--- src/rtl/tx_fifo_sched.sv ---
// TX scheduler: pops one byte at a time from the TX FIFO and hands it to the
// UART transmitter, with an idle gap between frames and a busy-rise timeout.
module tx_fifo_sched #(
  parameter int DATA_WD  = 8,
  parameter int GAP_CYC  = 2,
  parameter int BUSY_TMO = 64,
  parameter int CNT_WD   = 16
) (
  input  logic               CLK,
  input  logic               RST,
  input  logic               TX_EN,
  input  logic               FIFO_EMPTY,
  input  logic [DATA_WD-1:0] FIFO_RD_DATA,
  output logic               RD_INC,
  input  logic               TX_BUSY,
  output logic [DATA_WD-1:0] TX_DATA,
  output logic               TX_DATA_VLD,
  input  logic               ERR_CLR,
  output logic               TMO_ERR,
  output logic               ACTIVE,
  output logic [CNT_WD-1:0]  SENT_CNT
);

  // state     | meaning
  // IDLE      | waiting for TX_EN and a non-empty FIFO
  // LAUNCH    | byte presented, waiting (timed) for TX_BUSY to rise
  // WAIT_DONE | UART shifting the byte, waiting for TX_BUSY to fall
  // GAP       | enforced idle time before the next pop

  typedef enum logic [1:0] {
    IDLE      = 2'd0,
    LAUNCH    = 2'd1,
    WAIT_DONE = 2'd2,
    GAP       = 2'd3
  } state_t;

  localparam int TMO_WD = (BUSY_TMO > 1) ? $clog2(BUSY_TMO) : 1;
  localparam int GAP_WD = (GAP_CYC > 1) ? $clog2(GAP_CYC) : 1;
  localparam logic [TMO_WD-1:0] TMO_LOAD = TMO_WD'(BUSY_TMO - 1);
  localparam logic [GAP_WD-1:0] GAP_LOAD = GAP_WD'((GAP_CYC > 0) ? GAP_CYC - 1 : 0);
  localparam bit NO_GAP = (GAP_CYC == 0);

  state_t              state_q, state_d;
  logic [TMO_WD-1:0]   tmo_cnt_q, tmo_cnt_d;
  logic [GAP_WD-1:0]   gap_cnt_q, gap_cnt_d;
  logic [DATA_WD-1:0]  tx_data_q, tx_data_d;
  logic                tx_vld_q, tx_vld_d;
  logic                rd_inc_q, rd_inc_d;
  logic                tmo_err_q, tmo_err_d;
  logic                active_q, active_d;
  logic [CNT_WD-1:0]   sent_cnt_q, sent_cnt_d;

  always_comb begin
    state_d    = state_q;
    tmo_cnt_d  = tmo_cnt_q;
    gap_cnt_d  = gap_cnt_q;
    tx_data_d  = tx_data_q;
    tx_vld_d   = tx_vld_q;
    rd_inc_d   = 1'b0;
    tmo_err_d  = tmo_err_q;
    sent_cnt_d = sent_cnt_q;

    // Clear first so a timeout in the same cycle overrides it.
    if (ERR_CLR) tmo_err_d = 1'b0;

    case (state_q)
      IDLE: begin
        if (TX_EN && !FIFO_EMPTY) begin
          state_d   = LAUNCH;
          tx_data_d = FIFO_RD_DATA;
          tx_vld_d  = 1'b1;
          rd_inc_d  = 1'b1;
          tmo_cnt_d = TMO_LOAD;
        end
      end
      LAUNCH: begin
        if (TX_BUSY) begin
          state_d  = WAIT_DONE;
          tx_vld_d = 1'b0;
        end else if (tmo_cnt_q == '0) begin
          tx_vld_d  = 1'b0;
          tmo_err_d = 1'b1;
          if (NO_GAP) begin
            state_d = IDLE;
          end else begin
            state_d   = GAP;
            gap_cnt_d = GAP_LOAD;
          end
        end else begin
          tmo_cnt_d = tmo_cnt_q - 1'b1;
        end
      end
      WAIT_DONE: begin
        if (!TX_BUSY) begin
          sent_cnt_d = sent_cnt_q + 1'b1;
          if (NO_GAP) begin
            state_d = IDLE;
          end else begin
            state_d   = GAP;
            gap_cnt_d = GAP_LOAD;
          end
        end
      end
      GAP: begin
        if (gap_cnt_q == '0) state_d = IDLE;
        else                 gap_cnt_d = gap_cnt_q - 1'b1;
      end
      default: begin
        state_d  = IDLE;
        tx_vld_d = 1'b0;
      end
    endcase

    active_d = (state_d != IDLE);
  end

  always_ff @(posedge CLK) begin
    if (RST) begin
      state_q    <= IDLE;
      tmo_cnt_q  <= '0;
      gap_cnt_q  <= '0;
      tx_data_q  <= '0;
      tx_vld_q   <= 1'b0;
      rd_inc_q   <= 1'b0;
      tmo_err_q  <= 1'b0;
      active_q   <= 1'b0;
      sent_cnt_q <= '0;
    end else begin
      state_q    <= state_d;
      tmo_cnt_q  <= tmo_cnt_d;
      gap_cnt_q  <= gap_cnt_d;
      tx_data_q  <= tx_data_d;
      tx_vld_q   <= tx_vld_d;
      rd_inc_q   <= rd_inc_d;
      tmo_err_q  <= tmo_err_d;
      active_q   <= active_d;
      sent_cnt_q <= sent_cnt_d;
    end
  end

  assign RD_INC      = rd_inc_q;
  assign TX_DATA     = tx_data_q;
  assign TX_DATA_VLD = tx_vld_q;
  assign TMO_ERR     = tmo_err_q;
  assign ACTIVE      = active_q;
  assign SENT_CNT    = sent_cnt_q;

endmodule

--- config.mk ---
export PLATFORM = sky130hd
export DESIGN_NAME = tx_fifo_sched
export DESIGN_NICKNAME = d
export VERILOG_FILES = /design/src/rtl/tx_fifo_sched.sv
export SDC_FILE = /design/constraint.sdc
export NUM_CORES = 1
export LEC_CHECK = 0
export CAP_MARGIN = 20
export CORE_ASPECT_RATIO = 0.7
export CORE_MARGIN = 5
export CORE_UTILIZATION = 38
export CTS_BUF_LIST = sky130_fd_sc_hd__clkbuf_8
export DETAILED_ROUTE_END_ITERATION = 12
export SLEW_MARGIN = 20
export SYNTH_ARGS = -nofsm -noshare
export SYNTH_HDL_FRONTEND = slang
export SYNTH_SLANG_ARGS = --single-unit
--- constraint.sdc ---
create_clock -name CLK -period 2 [get_ports CLK]
set_input_delay 0.2 -clock CLK [delete_from_list [all_inputs] [get_ports CLK]]
set_output_delay 0.2 -clock CLK [all_outputs]
set_load 0.05 [all_outputs]
==> results of run 1 <==
-- logic make-up (layout without fill, tap and decap cells) --
kind of cell	after synthesis	count (layout)	share of synthesized area
AOI/OAI and AO/OA	36	36	0.136
xor gates and xnor gates	13	13	0.0699
adders and majority gates	3	3	0.0231
buffers and inverters	17	64	0.0453
DFF	37	37	0.455
muxes	3	3	0.0200
and+or+nand+nor	78	78	0.251
-- stage by stage --
step	instances	util	cell area [sq um]
floorplan	187	-	1630
global placement	279	0.530	2130
detailed placement	279	0.530	2130
CTS	286	0.552	2220
global route	286	0.552	2220
finish	286	0.552	2220
-- worst max-delay path by stage --
stage	end	slack, ps
global route	SENT_CNT[12]	100
detailed placement	SENT_CNT[15]	-50
global placement	SENT_CNT[15]	-30
CTS	SENT_CNT[7]	210
finish	SENT_CNT[7]	220
floorplan	SENT_CNT[12]	40
-- routing by layer --
metal	part of all wire	routed length, um
met1	0.50	1950
met2	0.42	1620
met3	0.073	286
met5	0	0
met4	0.010	41
-- power by group --
part           internal, mW  switching (mW)
Sequential            0.776          0.0256
Combinational         0.120           0.173
Clock                 0.273           0.262
-- layout make-up --
| class | count | area (sq um) |
|---|---|---|
| clock buffer | 6 | 82.6 |
| clock inverter | 1 | 7.51 |
| fill | 356 | 1800 |
| inverter | 6 | 22.5 |
| multi-input combinational | 133 | 813 |
| sequential | 37 | 742 |
| tap | 52 | 65.1 |
| timing repair buffer | 51 | 485 |
-- flip-flops by register name (all words and copies together) (netlist names) --
register,count
TX_DATA,8
ACTIVE,1
tmo_cnt_q,6
RD_INC,1
gap_cnt_q,1
SENT_CNT,16
TX_DATA_VLD,1
state_q,2
TMO_ERR,1
-- cells in the mapped netlist (all sizes together) (3+ instances only) --
master / count
nor2: 17
or3: 8
inv: 6
dfxtp: 37
o21ai: 6
clkbuf: 8
xor2: 9
buf: 3
nand3: 5
nor3: 4
ha: 3
xnor2: 4
and3: 4
a21oi: 17
nand4: 5
nand2: 23
==> impl_results.md, run 1 <==
* Outcome: finished clean
* Synth Flop Type: dfxtp_1
* Post-Syn Area at 1630 sq um
* Total track usage at 0.140
* Worst-path maximum fanout at 7
* Global routing's busiest layer: met2
* Final wirelength at approximately 3900 um
* Die X at approximately 90 um
* Logic depth of the worst setup path including buffers at 1
* Worst Tran Pin Value at ~520 ps
* RSZ-0062 raised after global routing: no
* Area leader, netlist: dfxtp_1
* Buffer count from post-CTS setup fixing at 0
* FMAX at 0.561 GHz
* Worst hold path type: reg -> reg
* Hold path depth at 2
* Required @ worst endpoint at roughly 1800 ps
* Slew HR at 0.651
* Worst path slowest cell: clkdlybuf4s50_1
* Post-Place Setup Slack at -47.2 ps
* Tmin final at ~1800 ps
* Root Buffer: clkbuf_8
* Pin count of the biggest net entering global routing at 37
* R2R Setup Slk at ~240 ps
* Max_cap viols at 0
* GRT Residual Overflow at 0
* Longest Clk Path Bufs at 2
* Worst Hold Slack at approximately 460 ps
* Worst R2R End: SENT_CNT[15]
* Chip height at 64.8 um
* Rows at 19
* Commonest non-fill, non-tap cells in the layout: 41 x clkdlybuf4s50_1, 36 x dfxtp_1, 23 x nand2_1, 17 x nor2_1, 17 x a21oi_1
* Ys Warns at 0
* Slew Viols, Final at 0
* Hold-fix buffers, CTS at 0
* Global-route wire length before repair at roughly 6300 um
* Post-DR wirelength/cell at around 14 um
* Clock Pin Slew Worst Setup and Hold Paths at about 70 ps
* Vias in the first global route at about 1300
* Num ports at 42
* Worst Path Arrival at ~1600 ps
* FF-to-FF path depth at 4
* Met3 usage at 0.0595
* Layout cells sized above 1 at 0.103
* Worst vdd ir at between 0.4 and 0.5 mV
* Antenna diode instance count at 0
* Met1 GRT Util at 0.193
* Hold Startpoint: TX_DATA[2]
* RD Place Congestion at between 0.7 and 0.8
* Critical path class: reg -> out
* Largest delay contributor family on the critical path: buffers and inverters
* GR Util met2 at 0.196
* Setup-failing EPs final at 0
* Worst Hold End: TX_DATA[2]
* Top-area cell type share of the netlist area at 0.455
* Max Clock Skew at between 3 and 4 ps
* Drt initial violations at 57
* Pwr Density at about 730 nW/um^2
* Commonest non-fill, non-tap cell in the layout: clkdlybuf4s50_1
* Via count at approximately 1500
* CTS Sinks at 37
* Cell count after synthesis at 187
* Die area at 5710 sq um
* R2R Path Start: state_q[0]
* Clock Latency Late Sink at ~280 ps
* Final HPWL DP at between 2000 and 3000 um
* Yosys cell types at ~40
* Remaining antenna violation count after routing at 0
* Number of synthesized flops with an enable pin at 0
* DRC errors left at 0
* Post-synthesis sequential area ratio at 0.455
* Fin nets at 251
* Synthesized area per cell at approximately 8.7 sq um
* Tcrit/Tclk final at 0.891
* Setup TNS Final at 0 ps
* Max incr delay on CP at around 850 ps
* Port Buffers at 41
* CORE AREA at about 4000 sq um
* Slack of the critical path at 218 ps
* Initial antenna violation count at 0
* Worst setup path start: SENT_CNT[7]
* Syn Nets at approximately 200
* Ys async rst share at 0
* Overall power at about 1.6 mW
* Post-cts resize count at 0
* CP Cell Sequence: clkdlybuf4s50_1
* CP Capture Type: output port
* Num CTS Buffers at 5
* Starting density of the core at 0.405
* FF+latch count, synth at 37
* Leakage at slightly below 0.8 nW
* H-tree depth at 2
* CP Buf/Inv Count at 1
* Synth top area cells: dfxtp_1 46%, nand2_1 5.3%, a21oi_1 5.2%
* Startpoint Class: flip-flop
* Layout area overhead at 36.3%
* First-pass DRT Iterations at 5
* TritonCTS clock tree: yes
* Final hold viol count at 0
* Routed vias/inst at roughly 5.1
Power figures use the tool's default switching activity.
==> inputs of run 2 (changes only) <==
clock period = 2.3 ns   (was 2 ns; I/O delays follow)
==> impl_results.md, run 2 (synthesis results as in run 1) <==
* Outcome: finished clean
* Layout area overhead at 37.1%
* Root Buffer: clkbuf_8
* First-pass DRT Iterations at 4
* Worst hold path type: reg -> reg
* Setup TNS Final at 0 ps
* GRT Residual Overflow at 0
* Clock Latency Late Sink at approximately 280 ps
* Fin nets at 249
* Via count at around 1500
* Required @ worst endpoint at 2480 ps
* Worst vdd ir at ~0.35 mV
* Total track usage at 0.146
* Layout cells sized above 1 at 0.0944
* Hold-fix buffers, CTS at 0
* RD Place Congestion at ~0.80
* Rows at 19
* Pin count of the biggest net entering global routing at 37
* Num CTS Buffers at 5
* Starting density of the core at 0.405
* Max_cap viols at 0
* Final wirelength at 3900 um
* Buffer count from post-CTS setup fixing at 0
* Tmin final at approximately 1900 ps
* Number of flip-flops in the largest register at 16
* Drt initial violations at slightly below 80
* Worst-path maximum fanout at 12
* Final hold viol count at 0
* Tcrit/Tclk final at 0.832
* H-tree depth at 2
* TritonCTS clock tree: yes
* Worst Tran Pin Value at around 520 ps
* Initial antenna violation count at 0
* Routed vias/inst at between 5 and 6
* Overall power at 1.53 mW
* CP Capture Type: flip-flop
* Num ports at 42
* Die area at 5710 sq um
* Post-DR wirelength/cell at 13.7 um
* FMAX at about 0.52 GHz
* Chip height at ~65 um
* Port Buffers at 41
* Vias in the first global route at roughly 1400
* Leakage at ~0.8 nW
* Longest Clk Path Bufs at 2
* Post-cts resize count at 0
* Cell Count, Final, Fillers Out at ~290
* Worst Path Arrival at ~2100 ps
* Die X at 88.2 um
* Max Clock Skew at just under 4 ps
* R2R Setup Slk at about 390 ps
* Startpoint Class: flip-flop
* Setup-failing EPs final at 0
* Pwr Density at 686 nW/um^2
* Commonest non-fill, non-tap cells in the layout: 41 x clkdlybuf4s50_1, 37 x dfxtp_1, 23 x nand2_1, 17 x nor2_1, 17 x a21oi_1
* Post-Place Cells at 277
* Clock Pin Slew Worst Setup and Hold Paths at approximately 70 ps
* DRC errors left at 0
* RSZ-0062 raised after global routing: no
* Slew Viols, Final at 0
* CORE AREA at ~4000 sq um
* CTS Sinks at 37
* Final HPWL DP at 2820 um
* Commonest non-fill, non-tap cell in the layout: clkdlybuf4s50_1
* Critical path class: reg -> reg
* Global-route wire length before repair at roughly 6600 um
* Remaining antenna violation count after routing at 0
* Slew HR at 0.655
* Antenna diode instance count at 0
-- run 2: cell types whose count changed in the layout (fill, tap and decap cells not counted), sizes merged --
cell,change
buf,-2
bufinv,+1
-- run 2: path summary, 6_finish.rpt --
path,from,end,depth (start not counted)
worst min-delay path,TX_DATA[1],TX_DATA[1],2
worst max register to register,state_q[0],SENT_CNT[15],4
worst min register to register,TX_DATA[1],TX_DATA[1],2
worst max-delay path,state_q[0],SENT_CNT[15],4
-- run 2: routing by layer --
| metal | vias up | wire length (um) | GRT usage |
|---|---|---|---|
| li1 | 745 | - | - |
| met1 | 679 | 1910 | 0.199 |
| met2 | 43 | 1730 | 0.217 |
| met3 | 5 | 220 | 0.0405 |
| met4 | 0 | 45 | 0.0623 |
| met5 | - | 0 | 0 |
-- run 2: critical path, cell delays in order (launching register included) --
cell	delay (ps)
dfxtp_1	430
or3b_1	450
or3_4	420
nor3_1	170
mux2_1	330
-- run 2: final cells by class --
class	instances	area, sq um
Sequential cell	37	741
Multi-Input combinational cell	133	813
Tap cell	52	65.1
Inverter	6	22.5
Clock buffer	6	82.6
Clock inverter	2	37.5
Fill cell	361	1790
Timing Repair Buffer	49	470
-- run 2: where the power goes --
part	switching (mW)	internal (mW)	total, mW
clock	0.230	0.352	0.583
sequential	0.0252	0.675	0.700
combinational	0.146	0.102	0.248
-- run 2: stage by stage --
stage | utilization | worst slack, ps | area (sq um) | hold slack [ps]
global route | 0.556 | 221 | 2230 | 490
global placement | 0.526 | 242 | 2110 | 441
CTS | 0.556 | 387 | 2230 | 465
floorplan | - | 257 | 1630 | 366
finish | 0.556 | 386 | 2230 | 464
detailed placement | 0.526 | 217 | 2110 | 451
